$ cat config.mk
export PLATFORM = sky130hd
export DESIGN_NAME = peripheral_req2ahb4
export DESIGN_NICKNAME = d
export VERILOG_FILES = /design/src/rtl/peripheral_req2ahb4.sv
export SDC_FILE = /design/constraint.sdc
export NUM_CORES = 1
export LEC_CHECK = 0
export ABC_AREA = 0
export CAP_MARGIN = 5
export CORE_MARGIN = 2
export CORE_UTILIZATION = 46
export DETAILED_ROUTE_END_ITERATION = 8
export PLACE_DENSITY = 0.82
export SYNTH_ARGS = -nofsm -noshare
export SYNTH_HDL_FRONTEND = slang
export SYNTH_SLANG_ARGS = --single-unit
$ cat constraint.sdc
create_clock -name HCLK -period 1.73 [get_ports HCLK]
set_clock_uncertainty 0.2 [all_clocks]
set_input_delay 0.4325 -clock HCLK [delete_from_list [all_inputs] [get_ports HCLK]]
set_output_delay 0.4325 -clock HCLK [all_outputs]
set_load 0.05 [all_outputs]
$ cat src/rtl/peripheral_req2ahb4.sv
// peripheral_req2ahb4
// Converts a simple request/response interface into AHB single transfers.
// The bridge keeps a two-stage pipeline: an address-phase slot (AP) and a
// data-phase slot (DP). Requests are accepted whenever HREADY is high.
// Misaligned requests still move through both slots so that responses stay
// in order. They are never put on the bus and they return an error.
//
// Ports
//   HRESETn, HCLK        async active-low reset, rising-edge clock
//   req_*                request: valid, write, address, right-aligned
//                        write data, HSIZE-encoded size; req_ready_o
//   rsp_*                one-cycle response: valid, right-aligned read
//                        data, error
//   H*                   AHB master signals (single transfers only)
module peripheral_req2ahb4 #(
  parameter int PLEN = 8,
  parameter int XLEN = 32
) (
  input  logic            HRESETn,
  input  logic            HCLK,

  input  logic            req_i,
  input  logic            req_we_i,
  input  logic [PLEN-1:0] req_addr_i,
  input  logic [XLEN-1:0] req_wdata_i,
  input  logic [2:0]      req_size_i,
  output logic            req_ready_o,

  output logic            rsp_valid_o,
  output logic [XLEN-1:0] rsp_rdata_o,
  output logic            rsp_err_o,

  output logic            HSEL,
  output logic [PLEN-1:0] HADDR,
  output logic [XLEN-1:0] HWDATA,
  output logic            HWRITE,
  output logic [2:0]      HSIZE,
  output logic [2:0]      HBURST,
  output logic [3:0]      HPROT,
  output logic [1:0]      HTRANS,
  output logic            HMASTLOCK,

  input  logic [XLEN-1:0] HRDATA,
  input  logic            HREADY,
  input  logic            HRESP
);

  localparam int         BYTES    = XLEN / 8;
  localparam int         LSZ      = (BYTES > 1) ? $clog2(BYTES) : 0;
  localparam int         OFFW     = (LSZ > 0) ? LSZ : 1;
  localparam logic [2:0] MAX_SIZE = 3'(LSZ);

  // Address-phase slot. HADDR, HWRITE and HSIZE are the AP fields.
  logic            ap_valid;
  logic            ap_mis;
  logic [OFFW-1:0] ap_off;
  logic [XLEN-1:0] ap_wdata;

  // Data-phase slot.
  logic            dp_valid;
  logic            dp_we;
  logic            dp_mis;
  logic [OFFW-1:0] dp_off;
  logic [2:0]      dp_size;

  logic [OFFW-1:0] req_off;
  logic [PLEN-1:0] req_amask;
  logic            req_mis;
  logic [XLEN-1:0] rd_shift;
  logic [XLEN-1:0] rd_mask;
  logic [XLEN-1:0] rd_data;

  assign HBURST    = 3'b000;
  assign HPROT     = 4'b0011;
  assign HMASTLOCK = 1'b0;

  assign req_ready_o = HREADY;

  // For an 8-bit bus the byte offset is always zero.
  assign req_off   = (BYTES > 1) ? req_addr_i[OFFW-1:0] : '0;
  assign req_amask = ~({PLEN{1'b1}} << req_size_i);
  assign req_mis   = (req_size_i > MAX_SIZE) || ((req_addr_i & req_amask) != '0);

  assign HTRANS = (ap_valid && !ap_mis) ? 2'b10 : 2'b00;
  assign HSEL   = ap_valid && !ap_mis;

  // A shift of XLEN or more gives zero, so a full-width access gets an
  // all-ones mask.
  assign rd_shift = HRDATA >> {dp_off, 3'b000};
  assign rd_mask  = ~({XLEN{1'b1}} << (11'd8 << dp_size));
  assign rd_data  = rd_shift & rd_mask;

  always_ff @(posedge HCLK or negedge HRESETn) begin
    if (!HRESETn) begin
      ap_valid    <= 1'b0;
      ap_mis      <= 1'b0;
      ap_off      <= '0;
      ap_wdata    <= '0;
      HADDR       <= '0;
      HWRITE      <= 1'b0;
      HSIZE       <= 3'b000;
      dp_valid    <= 1'b0;
      dp_we       <= 1'b0;
      dp_mis      <= 1'b0;
      dp_off      <= '0;
      dp_size     <= 3'b000;
      HWDATA      <= '0;
      rsp_valid_o <= 1'b0;
      rsp_err_o   <= 1'b0;
      rsp_rdata_o <= '0;
    end else if (HREADY) begin
      dp_valid <= ap_valid;
      dp_we    <= HWRITE;
      dp_mis   <= ap_mis;
      dp_off   <= ap_off;
      dp_size  <= HSIZE;
      HWDATA   <= (ap_valid && HWRITE && !ap_mis) ? ap_wdata : '0;

      ap_valid <= req_i;
      if (req_i) begin
        HADDR    <= req_addr_i;
        HWRITE   <= req_we_i;
        HSIZE    <= req_size_i;
        ap_mis   <= req_mis;
        ap_off   <= req_off;
        // Write data is lane-aligned at acceptance so the DP register only
        // has to copy it.
        ap_wdata <= req_wdata_i << {req_off, 3'b000};
      end

      rsp_valid_o <= dp_valid;
      rsp_err_o   <= dp_valid && (HRESP || dp_mis);
      rsp_rdata_o <= (dp_valid && !dp_we && !HRESP && !dp_mis) ? rd_data : '0;
    end else begin
      // The slave is stalling. The pipeline and bus outputs hold their
      // values, and no response completes this cycle.
      rsp_valid_o <= 1'b0;
      rsp_err_o   <= 1'b0;
      rsp_rdata_o <= '0;
    end
  end

endmodule

# Word-level counts from Yosys, hierarchy flattened
# Cells that the tools add are included.
dict set report word_totals {
  ff_bits 122
  latchBits 0
  ram_bits 0
  rom_bits 0
  in_bits 81
  output_inout_bits 90
  elab_cells 47
  n_memories 0
}
dict set report op_classes {
  n_addsub 0
  multipliers 0
  div 0
  n_lt_le_gt_ge 1
  n_eq_ne 0
  n_shift 5
  n_mux 6
  bitwise_logic 4
  reduce_logical 15
}
# operator count
set ops {}
lappend ops {{32-bit two-way mux} 3}
lappend ops {{32-bit AND} 1}
lappend ops {{32-bit NOT} 1}
lappend ops {{32-bit by 11-bit << shifter with 32-bit output (first input constant)} 1}
lappend ops {{32-bit by 5-bit << shifter with 32-bit output} 1}
lappend ops {{32-bit by 5-bit right shift with 32-bit output} 1}
lappend ops {{4-bit by 3-bit << shifter with 11-bit output (first input constant)} 1}
lappend ops {{8-bit AND} 1}
lappend ops {{8-bit NOT} 1}
lappend ops {{8-bit nonzero test} 1}
lappend ops {{8-bit by 3-bit << shifter with 8-bit output (first input constant)} 1}
lappend ops {{1-bit logical AND} 7}
lappend ops {{1-bit logical NOT} 4}
lappend ops {{3-bit by 2-bit > comparator with 1-bit output (second input constant)} 1}
lappend ops {{1-bit logical OR} 2}
lappend ops {{1-bit two-way mux} 2}
lappend ops {{2-bit two-way mux} 1}
lappend ops {{2-bit AND reduction} 1}

# Logic depth before layout (Yosys ltp)
# Gate-level depths: netlist (run 1).
dict set report depth {
  depth_word 6
  mapped_depth 6
}

# Least setup slack after synthesis (run 1)
# No wires, ideal clock.
dict set report synth_path {
  path_kind {flip-flop to output port}
  from {register ap_valid}
  to {output port HTRANS[1]}
  arrival_time_ps 1398
  slack_ps -300
  stages_incl_launch_ff 4
  path_buffers 1
  cell_sequence {dfrtp_1 -> inv_1 -> nor2_1 -> buf_4}
}
dict set report synth_via {
  elab_chain_cells 2
}
# element line
set synth_lines {}
lappend synth_lines {{from (decl)} 54} ;# logic ap_valid;
lappend synth_lines {{from (signal assigned)} 119} ;# ap_valid <= req_i;
lappend synth_lines {{1-bit logical AND} n/a}
lappend synth_lines {{named net HSEL} 33} ;# output logic HSEL,
lappend synth_lines {{2-bit two-way mux} 84} ;# assign HTRANS = (ap_valid && !ap_mis) ? 2'b10 : 2'b00;
lappend synth_lines {{to (decl)} 40} ;# output logic [1:0] HTRANS,
# The timed path passes the listed nets, and every way through them passes these cells.

# Final worst setup path (run 1)
dict set report layout_path {
  from {register ap_mis}
  to {output port HTRANS[1]}
}
dict set report layout_via {
  elab_chain_cells 3
}
# element line
set layout_lines {}
lappend layout_lines {{from (decl)} 55} ;# logic ap_mis;
lappend layout_lines {{from (signal assigned)} 124} ;# ap_mis <= req_mis;
lappend layout_lines {{1-bit logical NOT} 84}
lappend layout_lines {{1-bit logical AND} 84}
lappend layout_lines {{2-bit two-way mux} 84}
# Every way passes these cells.

==> results.toml, run 1 <==
[run_status]
status = "complete, but fails checks"
violations = "negative setup slack"

[timing]
relSlewSlack_pct = 65.8
post-route-period-util_pct = 105
finalSetupViolCount = 2
fmax_ghz = 0.549
rsz0062_at_grt = "true"
maxSlewViolCount = 0
finalHoldViolations = 0
worst_slack_ns = -0.0919
min_period_ns = 1.82
tightest_slew_ns = 0.512

[logic_synthesis]
synth_edf_count = 0
synth.avg_cell_area_um2 = 11.1
ys_types = 34
ys_seq_area_share_pct = 57.0
netlist_instances = 476
yosysWarnings = 0
synth.area.top_cells = "dfrtp_1 (57%), mux2i_1 (6.1%), nand2_1 (5.3%)"
synth_top_area_cell = "dfrtp_1"
synthFlopType = "dfrtp_1"
synth_most_common_cell = "dfrtp_1"
yosysTopAreaCellShare_pct = 57.0
ys_ff_latch = 120
synth_commonest_cells = "dfrtp_1 (120), nand2_1 (74), o21ai_0 (45), inv_1 (36), mux2i_1 (32)"
synth_area_um2 = 5270
synth-async-reset-ratio_pct = 100

[setup_path]
worstPathRequired_ns = 1.10
end_kind = "output port"
critPathArrivalTime_ns = 1.19
path_class = "flip-flop to output port"
reg2reg_slack_ns = 0.06
cp-start-kind = "flip-flop"
worstPathMaxFanout = 4

[clock_tree]
numCtsBuffers = 17
clk_latency_ns = 0.41
root_buffer = "clkbuf_16"
tritoncts = "built"
htree_num_levels = 4
clk_pin_slew_ns = 0.06
clock-sinks = 120
cts_buffer_depth = 2

[final_layout]
area_delta_synth_final_pct = 64.9
drive_gt1_share_pct = 29.4
finalNetCount = 749
antennaDiodeCount = 0
finish.utilization_pct = 77.1

[global_routing]
grt_pass1_wl_mm = 24.1
antenna_found_initial = 0
grt_pass1_vias = 4651
grt_use_total_pct = 24.8
globalRouteOverflowTotal = 0
grt_max_degree = 43

[detailed_routing]
drtIter0Drc = 261
dr.pass1.iters = 5
wire_per_inst_um = 18.2
drc_errors = 0
vias = 4403
postRouteAntennaNets = 0
wl_mm = 15.0
vias_per_cell = 5.34

[floorplanning]
initial_core_util_pct = 46.7
num_io_pins = 171
die_area_um2 = 12300
placementRows = 39
core_um2 = 11300
die_w_um = 111
die_height_um = 111

[place]
dp_hpwl_mm = 11.2
gp_congestion = 0.839
port-buffer-count = 161

[min_path]
hold_class = "flip-flop to flip-flop"

[power]
p_per_area_nw_per_um2 = 952
total_power_w = 0.00827
vdd_drop_max_mv = 0.532
p_leak_nw = 3.82

[job]
cap_violations = 0
-- layout make-up --
| type | instances | area, um^2 |
|---|---|---|
| well taps | 143 | 179 |
| multi-input cells | 286 | 1910 |
| inverters | 36 | 135 |
| repair buffers | 207 | 2870 |
| clock buffers | 19 | 443 |
| clock inverters | 13 | 148 |
| fillers | 664 | 2590 |
| flip-flops and latches | 120 | 3000 |
-- stage by stage --
step	hold slack (ns)	setup TNS [ns]	instance area (um^2)	setup WS, ns	cells
after floorplan	-0.0631	0	5300	0.141	483
after global placement	0.170	-39.93	8020	-0.418	788
after detailed placement	0.175	-44.22	8020	-0.492	788
after CTS	0.281	-0.226	8630	-0.114	822
after global routing	0.317	-0.266	8690	-0.123	824
final	0.279	-0.182	8690	-0.0919	824
-- logic make-up after synthesis --
| logic type | after synthesis | share of synthesized area [%] |
|---|---|---|
| DFF | 120 | 57.0 |
| and+or+nand+nor | 115 | 10.1 |
| AOI/OAI and AO/OA | 107 | 13.6 |
| buffers and inverters | 77 | 8.19 |
| muxes | 55 | 11.0 |
| other | 2 | 0.143 |
-- flip-flops by register name, summed over array words and instances (netlist names) --
signal       count
HADDR            8
dp_mis           1
dp_valid         1
ap_mis           1
HSIZE            3
dp_size          3
rsp_valid_o      1
rsp_err_o        1
dp_off           2
rsp_rdata_o     32
ap_valid         1
ap_wdata        32
HWDATA          32
HWRITE           1
dp_we            1
-- power by group --
| group | internal, W | switching, W | leakage (nW) |
|---|---|---|---|
| clock network | 0.00217 | 0.00130 | 0.276 |
| logic | 0.000783 | 0.000837 | 1.95 |
| registers | 0.00300 | 0.000179 | 1.59 |
-- cells in the final DEF, fill, tap and decap left out, types with 2 or more instances in the layout --
master and count:
bufinv_16 2, nor2_2 2, conb_1 9, clkbuf_16 17
mux2i_1 29, nor2_1 12, inv_1 35, inv_6 2
clkinvlp_4 4, or2_2 2, clkinv_4 4, mux2i_2 3
a2bb2oi_1 7, a211oi_1 19, a22o_1 8, nand2_1 72
buf_4 38, mux2_2 23, nand2b_1 2, buf_12 89
nor3b_1 5, o21ai_0 45, nor2b_1 11, o221ai_1 8
clkdlybuf4s50_1 78, dfrtp_1 119, o21ai_1 6, a21oi_1 7
-- path summary, 6_finish.rpt --
kind,start,end,cells after the start
setup / recovery,ap_mis,HTRANS[1],2
hold / removal,ap_wdata[18],ap_wdata[18],2
setup reg to reg,dp_mis,rsp_rdata_o[24],4
hold reg to reg,ap_wdata[18],ap_wdata[18],2
max in group asynchronous,HRESETn,HWDATA[21],3
min in group asynchronous,HRESETn,HWDATA[12],2
-- what timing repair did --
| action | 4_1_cts | 5_1_grt |
|---|---|---|
| resized for setup | 3 | 9 |
| hold buffers | 1 | 0 |
| pin swaps | 2 | 0 |
| endpoints found under the hold margin | 23 | 0 |
| gates cloned | 0 | 0 |
| endpoints found under the setup margin | 38 | 24 |
| buffers inserted | 1 | 2 |
-- routing by layer --
metal | vias to the layer above | GRT usage [%] | part of all wire [%]
met3 | 35 | 6.56 | 7.4
met1 | 2150 | 31.6 | 40
met5 | - | 0 | 0
li1 | 1985 | - | -
met2 | 233 | 41.3 | 50
met4 | 0 | 8.56 | 2.1
-- critical path: stages, from the launching register on --
cell and delay, ns:
dfrtp_2 0.44, nor2_4 0.18, buf_12 0.16
Note: power is estimated with default switching activity, not from simulation.
==> inputs of run 2 (changes only) <==
Settings changed: CORE_UTILIZATION 46 to 50, PLACE_DENSITY 0.82 to 0.88.
Clock period 1.73 ns to 2.2 ns, I/O delays scaled along.
==> run 2 against run 1 <==
  * The run now ends clean
  * Non-clock buffer count shrank 27
  * Utilization shrank 4.4 points
  * Worst setup slack gained 0.15 ns
  * Highest routed layer unchanged
==> results.toml, run 2 (synthesized netlist as in run 1, its figures left out) <==
[detailed_routing]
wl_mm = 14.2
vias = 4226
postRouteAntennaNets = 0
drtIter0Drc = 251
vias_per_cell = 5.35
dr.pass1.iters = 5
wire_per_inst_um = 17.9
drc_errors = 0

[power]
total_power_w = 0.00622
seqPwrFrac_pct = 39.7
comb_power_share_pct = 17.5
p_per_area_nw_per_um2 = 833
vdd_drop_max_mv = 0.486
p_leak_nw = 3.49
power_frac_clock_pct = 42.9
switchingPower_w = 0.00176
swShare_pct = 28.4
p_int_w = 0.00445

[clock_tree]
tritoncts = "built"
cts_buffer_depth = 2
clock-sinks = 120
clk_latency_ns = 0.52
postCtsSetupRepairBufs = 0
root_buffer = "clkbuf_8"
htree_num_levels = 4
clk_pin_slew_ns = 0.06
numCtsBuffers = 17

[setup_path]
end_kind = "output port"
path_cells = "dlygate4sd2_1"
endpoint = "rsp_rdata_o[28]"
critPathSlowestCell = "dlygate4sd2_1"
worstPathRequired_ns = 1.45
crit_buf_inv = 1
critPathLaunch = "rsp_rdata_o[28]"
cpPeakStageDelay_ns = 0.53
path_class = "flip-flop to output port"
cp_num_cells = 1
worstPathMaxFanout = 1
cp-start-kind = "flip-flop"
r2r_end = "rsp_rdata_o[27]"
reg2regPathDepth = 3
critPathArrivalTime_ns = 1.39
r2r-start = "dp_mis"
reg2reg_slack_ns = 0.52
path_delay_family = "buffers and inverters"

[timing]
finalHoldViolations = 0
tns_ns = 0
post-route-period-util_pct = 97.3
min_period_ns = 2.14
finalSetupViolCount = 0
fmax_ghz = 0.467
rsz0062_at_grt = "false"
relSlewSlack_pct = 56.2
tightest_slew_ns = 0.656
maxSlewViolCount = 0
worst_slack_ns = 0.0586

[floorplanning]
die_area_um2 = 11400
num_io_pins = 171
initial_core_util_pct = 51.3
core_um2 = 10300
placementRows = 37
die_height_um = 107
die_w_um = 107

[place]
dp_hpwl_mm = 9.87
gp_congestion = 0.919
port-buffer-count = 161
dp_slack_ns = 0.0139

[final_layout]
final_common_cell = "dfrtp_1"
antennaDiodeCount = 0
finalNetCount = 722
drive_gt1_share_pct = 23.7
reg.largest.list = "HWDATA x32, ap_wdata x32, rsp_rdata_o x32"
mostFrequentLayoutCells = "dfrtp_1 (120), clkdlybuf4s50_1 (78), buf_4 (77), nand2_1 (73), o21ai_0 (45)"
area_delta_synth_final_pct = 41.7

[global_routing]
grt_max_degree = 44
grt_use_total_pct = 25.7
antenna_found_initial = 0
grt_pass1_wl_mm = 22.5
grt_pass1_vias = 4328
globalRouteOverflowTotal = 0

[job]
cap_violations = 0

[min_path]
hold_class = "flip-flop to flip-flop"
hp-start = "ap_wdata[23]"

[run_status]
status = "finished clean"
## run 2: cell count changes in the layout (fill, tap and decap cells not counted), moves of 2 or more
cell | before | now
dlygate4sd2_1 | 1 | 11
mux2i_1 | 29 | 32
buf_12 | 89 | 12
buf_4 | 38 | 77
mux2i_2 | 3 | 0
clkinv_2 | 1 | 3
## run 2: repair_timing
item / 4_1_cts / 5_1_grt
endpoints found under the hold margin: 37 / 0
cloned: 0 / 0
gates resized for setup: 12 / 1
hold buffers: 1 / 0
endpoints found under the setup margin: 13 / 2
## run 2: worst min path at each step
stage                         to  slack, ns  depth (start not counted)
floorplan               HADDR[0]       0.05                          0
global placement      HWDATA[12]       0.27                          2
global route           dp_off[1]       0.30                          3
finish              ap_wdata[23]       0.29                          2
detailed placement    HWDATA[23]       0.27                          2
CTS                    dp_off[1]       0.28                          3
## run 2: through the flow
| stage | hold slack (ns) | cell area [um^2] | utilization (%) | instances |
|---|---|---|---|---|
| 3_5_place_dp | 0.269 | 6880 | 67.0 | 757 |
| 3_3_place_gp | 0.265 | 6880 | 67.0 | 757 |
| 6_report | 0.286 | 7470 | 72.6 | 790 |
| 5_1_grt | 0.297 | 7470 | 72.6 | 790 |
| 2_1_floorplan | 0.0544 | 5290 | - | 483 |
| 4_1_cts | 0.277 | 7460 | 72.6 | 790 |
## run 2: area by class of cell
cell class	instances	area, um^2
sequential	120	3000
fill	697	2810
multi-input combinational	286	1870
timing repair buffer	180	1710
clock buffer	18	428
tap	136	170
clock inverter	14	150
inverter	36	135
## run 2: power by group through the flow
stage | clock (W) | sequential (W) | combinational, W
after global routing | 0.00280 | 0.00248 | 0.00116
final | 0.00266 | 0.00247 | 0.00109
after floorplan | 0 | 0.00266 | 0.000480
after CTS | 0.00269 | 0.00247 | 0.00109
after global placement | 0 | 0.00249 | 0.00105
after detailed placement | 0 | 0.00250 | 0.00107
## run 2: metal layers
metal / vias up / routed length [um] / track usage (%) / share of wire, %
li1: 1929 / - / - / -
met1: 2031 / 5550 / 31.9 / 39
met2: 238 / 7120 / 43.6 / 50
met3: 28 / 1180 / 6.32 / 8.3
met4: 0 / 323 / 9.83 / 2.3
met5: - / 0 / 0 / 0
